--- config.mk ---
export PLATFORM = sky130hd
export DESIGN_NAME = mem_access_stage
export DESIGN_NICKNAME = d
export VERILOG_FILES = /design/src/rtl/mem_access_stage.sv
export SDC_FILE = /design/constraint.sdc
export NUM_CORES = 1
export LEC_CHECK = 0
export CAP_MARGIN = 25
export CORE_ASPECT_RATIO = 0.7
export CORE_MARGIN = 3
export CORE_UTILIZATION = 45
export CTS_BUF_LIST = sky130_fd_sc_hd__clkbuf_2 sky130_fd_sc_hd__clkbuf_4 sky130_fd_sc_hd__clkbuf_8
export CTS_CLUSTER_DIAMETER = 60
export DETAILED_ROUTE_END_ITERATION = 7
export DONT_BUFFER_PORTS = 1
export GPL_TIMING_DRIVEN = 0
export PLACE_DENSITY = 0.69
export SLEW_MARGIN = 20
export SYNTH_ARGS = -nofsm -noshare
export SYNTH_HDL_FRONTEND = slang
export SYNTH_SLANG_ARGS = --single-unit
--- constraint.sdc ---
create_clock -name clk_i -period 1.6 [get_ports clk_i]
set_clock_uncertainty 0.05 [all_clocks]
set_input_delay 0.16 -clock clk_i [delete_from_list [all_inputs] [get_ports clk_i]]
set_output_delay 0.16 -clock clk_i [all_outputs]
set_load 0.03 [all_outputs]
--- src/rtl/mem_access_stage.sv ---
// MEM pipeline stage: runs loads/stores over a req/ack memory bus with alignment
// checking and a bus timeout, and owns the MEM/WB pipeline register.
module mem_access_stage #(
    parameter int TIMEOUT_CYCLES = 255,
    parameter int CNT_W          = 8
) (
    input  logic        clk_i,
    input  logic        rst_n_i,
    input  logic        MemRd_i,
    input  logic        MemWr_i,
    input  logic        MemtoReg_i,
    input  logic        RegWrite_i,
    input  logic [31:0] ALUResult_i,
    input  logic [31:0] MemData_i,
    input  logic [4:0]  WriteReg_i,
    output logic        stall_o,
    output logic        mem_req_o,
    output logic        mem_we_o,
    output logic [31:0] mem_addr_o,
    output logic [31:0] mem_wdata_o,
    input  logic        mem_ack_i,
    input  logic [31:0] mem_rdata_i,
    output logic        RegWrite_o,
    output logic        MemtoReg_o,
    output logic [31:0] ReadData_o,
    output logic [31:0] ALUResult_o,
    output logic [4:0]  WriteReg_o,
    output logic        misalign_o,
    output logic        timeout_o,
    output logic [1:0]  dbg_state_o
);

    // Bus handshake: mem_req_o is held high with stable we/addr/wdata until a
    // single-cycle mem_ack_i arrives (or the timeout fires); ack is ignored otherwise.
    typedef enum logic [1:0] {S_IDLE = 2'd0, S_BUSY = 2'd1, S_DONE = 2'd2} state_t;

    localparam logic [CNT_W-1:0] TO_LAST = CNT_W'(TIMEOUT_CYCLES - 1);

    state_t            state_q, state_d;
    logic [CNT_W-1:0]  cnt_q, cnt_d;
    logic              req_q, req_d;
    logic              we_q, we_d;
    logic [31:0]       addr_q, addr_d;
    logic [31:0]       wdata_q, wdata_d;
    logic [31:0]       rdata_q, rdata_d;
    logic              abort_q, abort_d;

    logic              rw_q, rw_d;
    logic              mtr_q, mtr_d;
    logic [31:0]       rd_q, rd_d;
    logic [31:0]       alu_q, alu_d;
    logic [4:0]        wreg_q, wreg_d;
    logic              mis_q, mis_d;
    logic              tmo_q, tmo_d;

    logic              acc, aligned, is_load, stall;

    assign acc     = MemRd_i | MemWr_i;
    assign aligned = (ALUResult_i[1:0] == 2'b00);
    assign is_load = MemRd_i & ~MemWr_i;

    always_comb begin
        state_d = state_q;
        cnt_d   = cnt_q;
        req_d   = req_q;
        we_d    = we_q;
        addr_d  = addr_q;
        wdata_d = wdata_q;
        rdata_d = rdata_q;
        abort_d = abort_q;
        stall   = 1'b0;
        case (state_q)
            S_IDLE: begin
                abort_d = 1'b0;
                if (acc && aligned) begin
                    stall   = 1'b1;
                    req_d   = 1'b1;
                    we_d    = MemWr_i;
                    addr_d  = {ALUResult_i[31:2], 2'b00};
                    wdata_d = MemData_i;
                    rdata_d = 32'd0;
                    state_d = S_BUSY;
                end
            end
            S_BUSY: begin
                stall = 1'b1;
                if (mem_ack_i) begin
                    rdata_d = mem_rdata_i;
                    req_d   = 1'b0;
                    cnt_d   = '0;
                    state_d = S_DONE;
                end else if (cnt_q == TO_LAST) begin
                    req_d   = 1'b0;
                    abort_d = 1'b1;
                    cnt_d   = '0;
                    state_d = S_DONE;
                end else begin
                    cnt_d = cnt_q + 1'b1;
                end
            end
            S_DONE: state_d = S_IDLE;
            default: begin
                state_d = S_IDLE;
                req_d   = 1'b0;
                cnt_d   = '0;
            end
        endcase
    end

    // MEM/WB next value: a bubble while stalled, otherwise the held EX/MEM fields.
    always_comb begin
        rw_d   = 1'b0;
        mtr_d  = 1'b0;
        rd_d   = 32'd0;
        alu_d  = 32'd0;
        wreg_d = 5'd0;
        mis_d  = 1'b0;
        tmo_d  = 1'b0;
        if (!stall) begin
            mtr_d  = MemtoReg_i;
            alu_d  = ALUResult_i;
            wreg_d = WriteReg_i;
            mis_d  = (state_q == S_IDLE) && acc && !aligned;
            tmo_d  = (state_q == S_DONE) && abort_q;
            rw_d   = RegWrite_i && !mis_d && !tmo_d;
            if ((state_q == S_DONE) && is_load && !abort_q)
                rd_d = rdata_q;
        end
    end

    always_ff @(posedge clk_i or negedge rst_n_i) begin
        if (!rst_n_i) begin
            state_q <= S_IDLE;
            cnt_q   <= '0;
            req_q   <= 1'b0;
            we_q    <= 1'b0;
            addr_q  <= 32'd0;
            wdata_q <= 32'd0;
            rdata_q <= 32'd0;
            abort_q <= 1'b0;
            rw_q    <= 1'b0;
            mtr_q   <= 1'b0;
            rd_q    <= 32'd0;
            alu_q   <= 32'd0;
            wreg_q  <= 5'd0;
            mis_q   <= 1'b0;
            tmo_q   <= 1'b0;
        end else begin
            state_q <= state_d;
            cnt_q   <= cnt_d;
            req_q   <= req_d;
            we_q    <= we_d;
            addr_q  <= addr_d;
            wdata_q <= wdata_d;
            rdata_q <= rdata_d;
            abort_q <= abort_d;
            rw_q    <= rw_d;
            mtr_q   <= mtr_d;
            rd_q    <= rd_d;
            alu_q   <= alu_d;
            wreg_q  <= wreg_d;
            mis_q   <= mis_d;
            tmo_q   <= tmo_d;
        end
    end

    // Reset forces stall low even though IDLE with a pending access would raise it.
    assign stall_o     = stall & rst_n_i;
    assign mem_req_o   = req_q;
    assign mem_we_o    = we_q;
    assign mem_addr_o  = addr_q;
    assign mem_wdata_o = wdata_q;
    assign RegWrite_o  = rw_q;
    assign MemtoReg_o  = mtr_q;
    assign ReadData_o  = rd_q;
    assign ALUResult_o = alu_q;
    assign WriteReg_o  = wreg_q;
    assign misalign_o  = mis_q;
    assign timeout_o   = tmo_q;
    assign dbg_state_o = state_q;

endmodule
==> results.ini <==
[outcome]
status = finished with violations
violations = negative hold slack, negative setup slack

[cells_and_area]
nets = 774
antenna_cells = 0
fillCellCount = 988
area_growth_pct = 38.32
final_area_um2 = 9205
drive_above_1_share = 0.3087

[synthesis]
synth_cell_types = 36
synth_area_per_cell_um2 = 13.26
synth_commonest_cells = 180 x dfrtp_1, 72 x nand2_1, 50 x mux2_2, 40 x nor2b_1, 36 x and2_1
synth-edff-count = 0
synth.top_cell.area_share = 0.6768
synth_area_leaders = dfrtp_1 68%, mux2_2 8.5%, nand2_1 4.1%
synth_flop_cell = dfrtp_1
ys_seq_area_frac = 0.6768
syn_inst = 502
ys_async_sr_fraction = 1.000
netlist_area_um2 = 6655
yosys.area.top_type = dfrtp_1
ys_ff_latch = 180
ys_warn_count = 0
synth.most_common_cell = dfrtp_1

[worst_setup_path]
slowest_delay_ps = 590
slowest_stage = dfrtp_4
path_class = flip-flop to flip-flop
r2r-end = mem_wdata_o[9]$_DFFE_PN0P_
crit_start = dbg_state_o[0]$_DFFE_PN0P_
reg2reg_depth = 6
crit_top_cell = buf_12
cp_max_fo = 7
end_kind = flip-flop
cp.arrival_ps = 2110
start_kind = flip-flop
critPathRequiredTime_ps = 1890
crit_chain = nor2_4, buf_12, nand3_4, buf_12, buf_8, mux2_2
r2r-start = dbg_state_o[0]$_DFFE_PN0P_
r2r_slack_ps = -220

[worst_hold_path]
hp-class = primary input to async pin

[cts]
clockRootBuffer = clkbuf_8
clock_path_buffers = 2
clkSinkCount = 180
cts_buffers = 17
cts_tree = built
clk_latency_ps = 460
cts_max_level = 4
clk_pin_slew_worst_paths_ps = 110

[power_and_ir_drop]
powerDensity_nw_per_um2 = 1390
ir_worst_vdd_uv = 706.7
p_leak_nw = 4.239

[sta]
timing.final.max_slew_violations = 0
fin_crit_sh = 1.136
hold_viol_final = 180
fin_ws_ps = -216.9
max_clock_freq_mhz = 550.4
hold_ws_ps = -680.1
setup_tns_ps = -13290
slew_headroom = 0.6568
period_needed_ps = 1817
finalSetupViolCount = 101
tightest_slew_ps = 514.3
rsz0062_at_grt = yes

[placement]
io_buffers = 0
dp_hpwl_um = 10330
pre_cts_slack_ps = -367.6
place.gp.congestion = 0.8043
dpl_cell_area_um2 = 6899

[routing]
post_drt_via_cell_ratio = 5.087
routedWlPerCell_um = 20.34
drt-initial-drc-count = 192
drc = 0
routed_wl_um = 17630
via_count = 4410
dr.pass1.iters = 4
drt.antenna.violating_nets = 0

[global_routing]
antenna_found_initial = 0
gr-total-overflow = 0
grt_max_degree = 182
grt_pass1_vias = 4733
grt.total_usage = 0.2139
grt_pass1_wl_um = 26420

[job]
maxCapViolCount = 0

[floorplan]
core-area_um2 = 14190
io_pins = 250
die_w_um = 151.4
rows = 36
die_area_um2 = 16310
initial_core_util = 0.4690
die_h_um = 107.7

-- cells in the final DEF, fill, tap and decap left out, types with 10 or more instances in the layout --
cell type / Yosys / routed
clkbuf_8: 0 / 17
nand2_2: 0 / 15
mux2_4: 0 / 23
buf_8: 0 / 10
o21ai_1: 0 / 20
nor2b_1: 40 / 39
o21ai_2: 0 / 13
and2_1: 36 / 34
dlygate4sd3_1: 0 / 106
buf_6: 5 / 21
mux2_2: 50 / 40
buf_4: 6 / 11
nand2_1: 72 / 55
dfrtp_1: 180 / 177
-- worst max-delay path by stage --
stage / to / slack, ps
floorplan: rdata_q[10]$_DFFE_PN0P_ / 30
global placement: stall_o / -380
detailed placement: stall_o / -370
global route: stall_o / -260
finish: mem_wdata_o[9]$_DFFE_PN0P_ / -220
CTS: stall_o / -290
-- state kept, by name, summed over array words and instances, names as in the netlist --
signal,count
MemtoReg_o,1
ReadData_o,32
ALUResult_o,32
timeout_o,1
mem_we_o,1
WriteReg_o,5
misalign_o,1
mem_req_o,1
dbg_state_o,2
RegWrite_o,1
rdata_q,32
abort_q,1
mem_wdata_o,32
mem_addr_o,30
cnt_q,8
-- worst max-delay path: cells and delay by family (launching register included) --
kind,cells,cell delay (ps)
buffers and inverters,3,450
DFF,1,590
muxes,1,280
and+or+nand+nor,2,340
-- per-stage QoR --
stage               power [mW]  utilization  std cells  hold WS, ps
floorplan                8.383            -        503       -185.6
global placement         8.770       0.4862        693       -181.9
detailed placement       8.880       0.4862        693       -182.4
CTS                      12.72       0.6474        869       -698.9
global route             13.35       0.6488        867       -709.5
finish                   12.79       0.6488        867       -680.1
-- per-layer routing --
| metal | vias to the layer above | GRT usage | part of all wire |
|---|---|---|---|
| li1 | 1989 | - | - |
| met1 | 2208 | 0.2623 | 0.40 |
| met2 | 183 | 0.3477 | 0.49 |
| met3 | 30 | 0.07702 | 0.087 |
| met4 | 0 | 0.08085 | 0.026 |
| met5 | - | 0 | 0 |
-- where the power goes --
group	leakage (nW)	switching, mW	internal, mW
registers	2.29	2.14	5.40
clock network	0.186	1.80	1.15
logic	1.76	0.926	1.38
total	4.24	4.86	7.93
-- cell type report --
class                   instances  area [um2]  area share
repair buffers                142        1545      0.1679
inverters                       4       15.01    0.001631
multi-input cells             293        2267      0.2463
flip-flops and latches        180        4513      0.4903
clock buffers                  17       234.0     0.02542
clock inverters                15       148.9     0.01618
plain buffers                  26       244.0     0.02651
well taps                     190       237.7     0.02583
-- cells by family (layout without fill, tap and decap cells) --
| family | Yosys count | count (layout) | share of synthesized area |
|---|---|---|---|
| DFF | 180 | 180 | 0.6768 |
| and+or+nand+nor | 172 | 174 | 0.1346 |
| muxes | 64 | 64 | 0.1081 |
| AOI/OAI and AO/OA | 49 | 49 | 0.04456 |
| buffers and inverters | 32 | 204 | 0.02895 |
| adders and majority gates | 2 | 2 | 0.003760 |
| xor gates and xnor gates | 2 | 2 | 0.002633 |
| other | 1 | 2 | 0.0005635 |
-- timing repair --
action	4_1_cts	5_1_grt
cloned	15	0
gates resized for setup	135	48
setup buffers	24	7
hold endpoints to repair	318	181
hold buffers	105	1
pin swaps	42	4
setup endpoints to repair	163	143
Power figures use the tool's default switching activity.
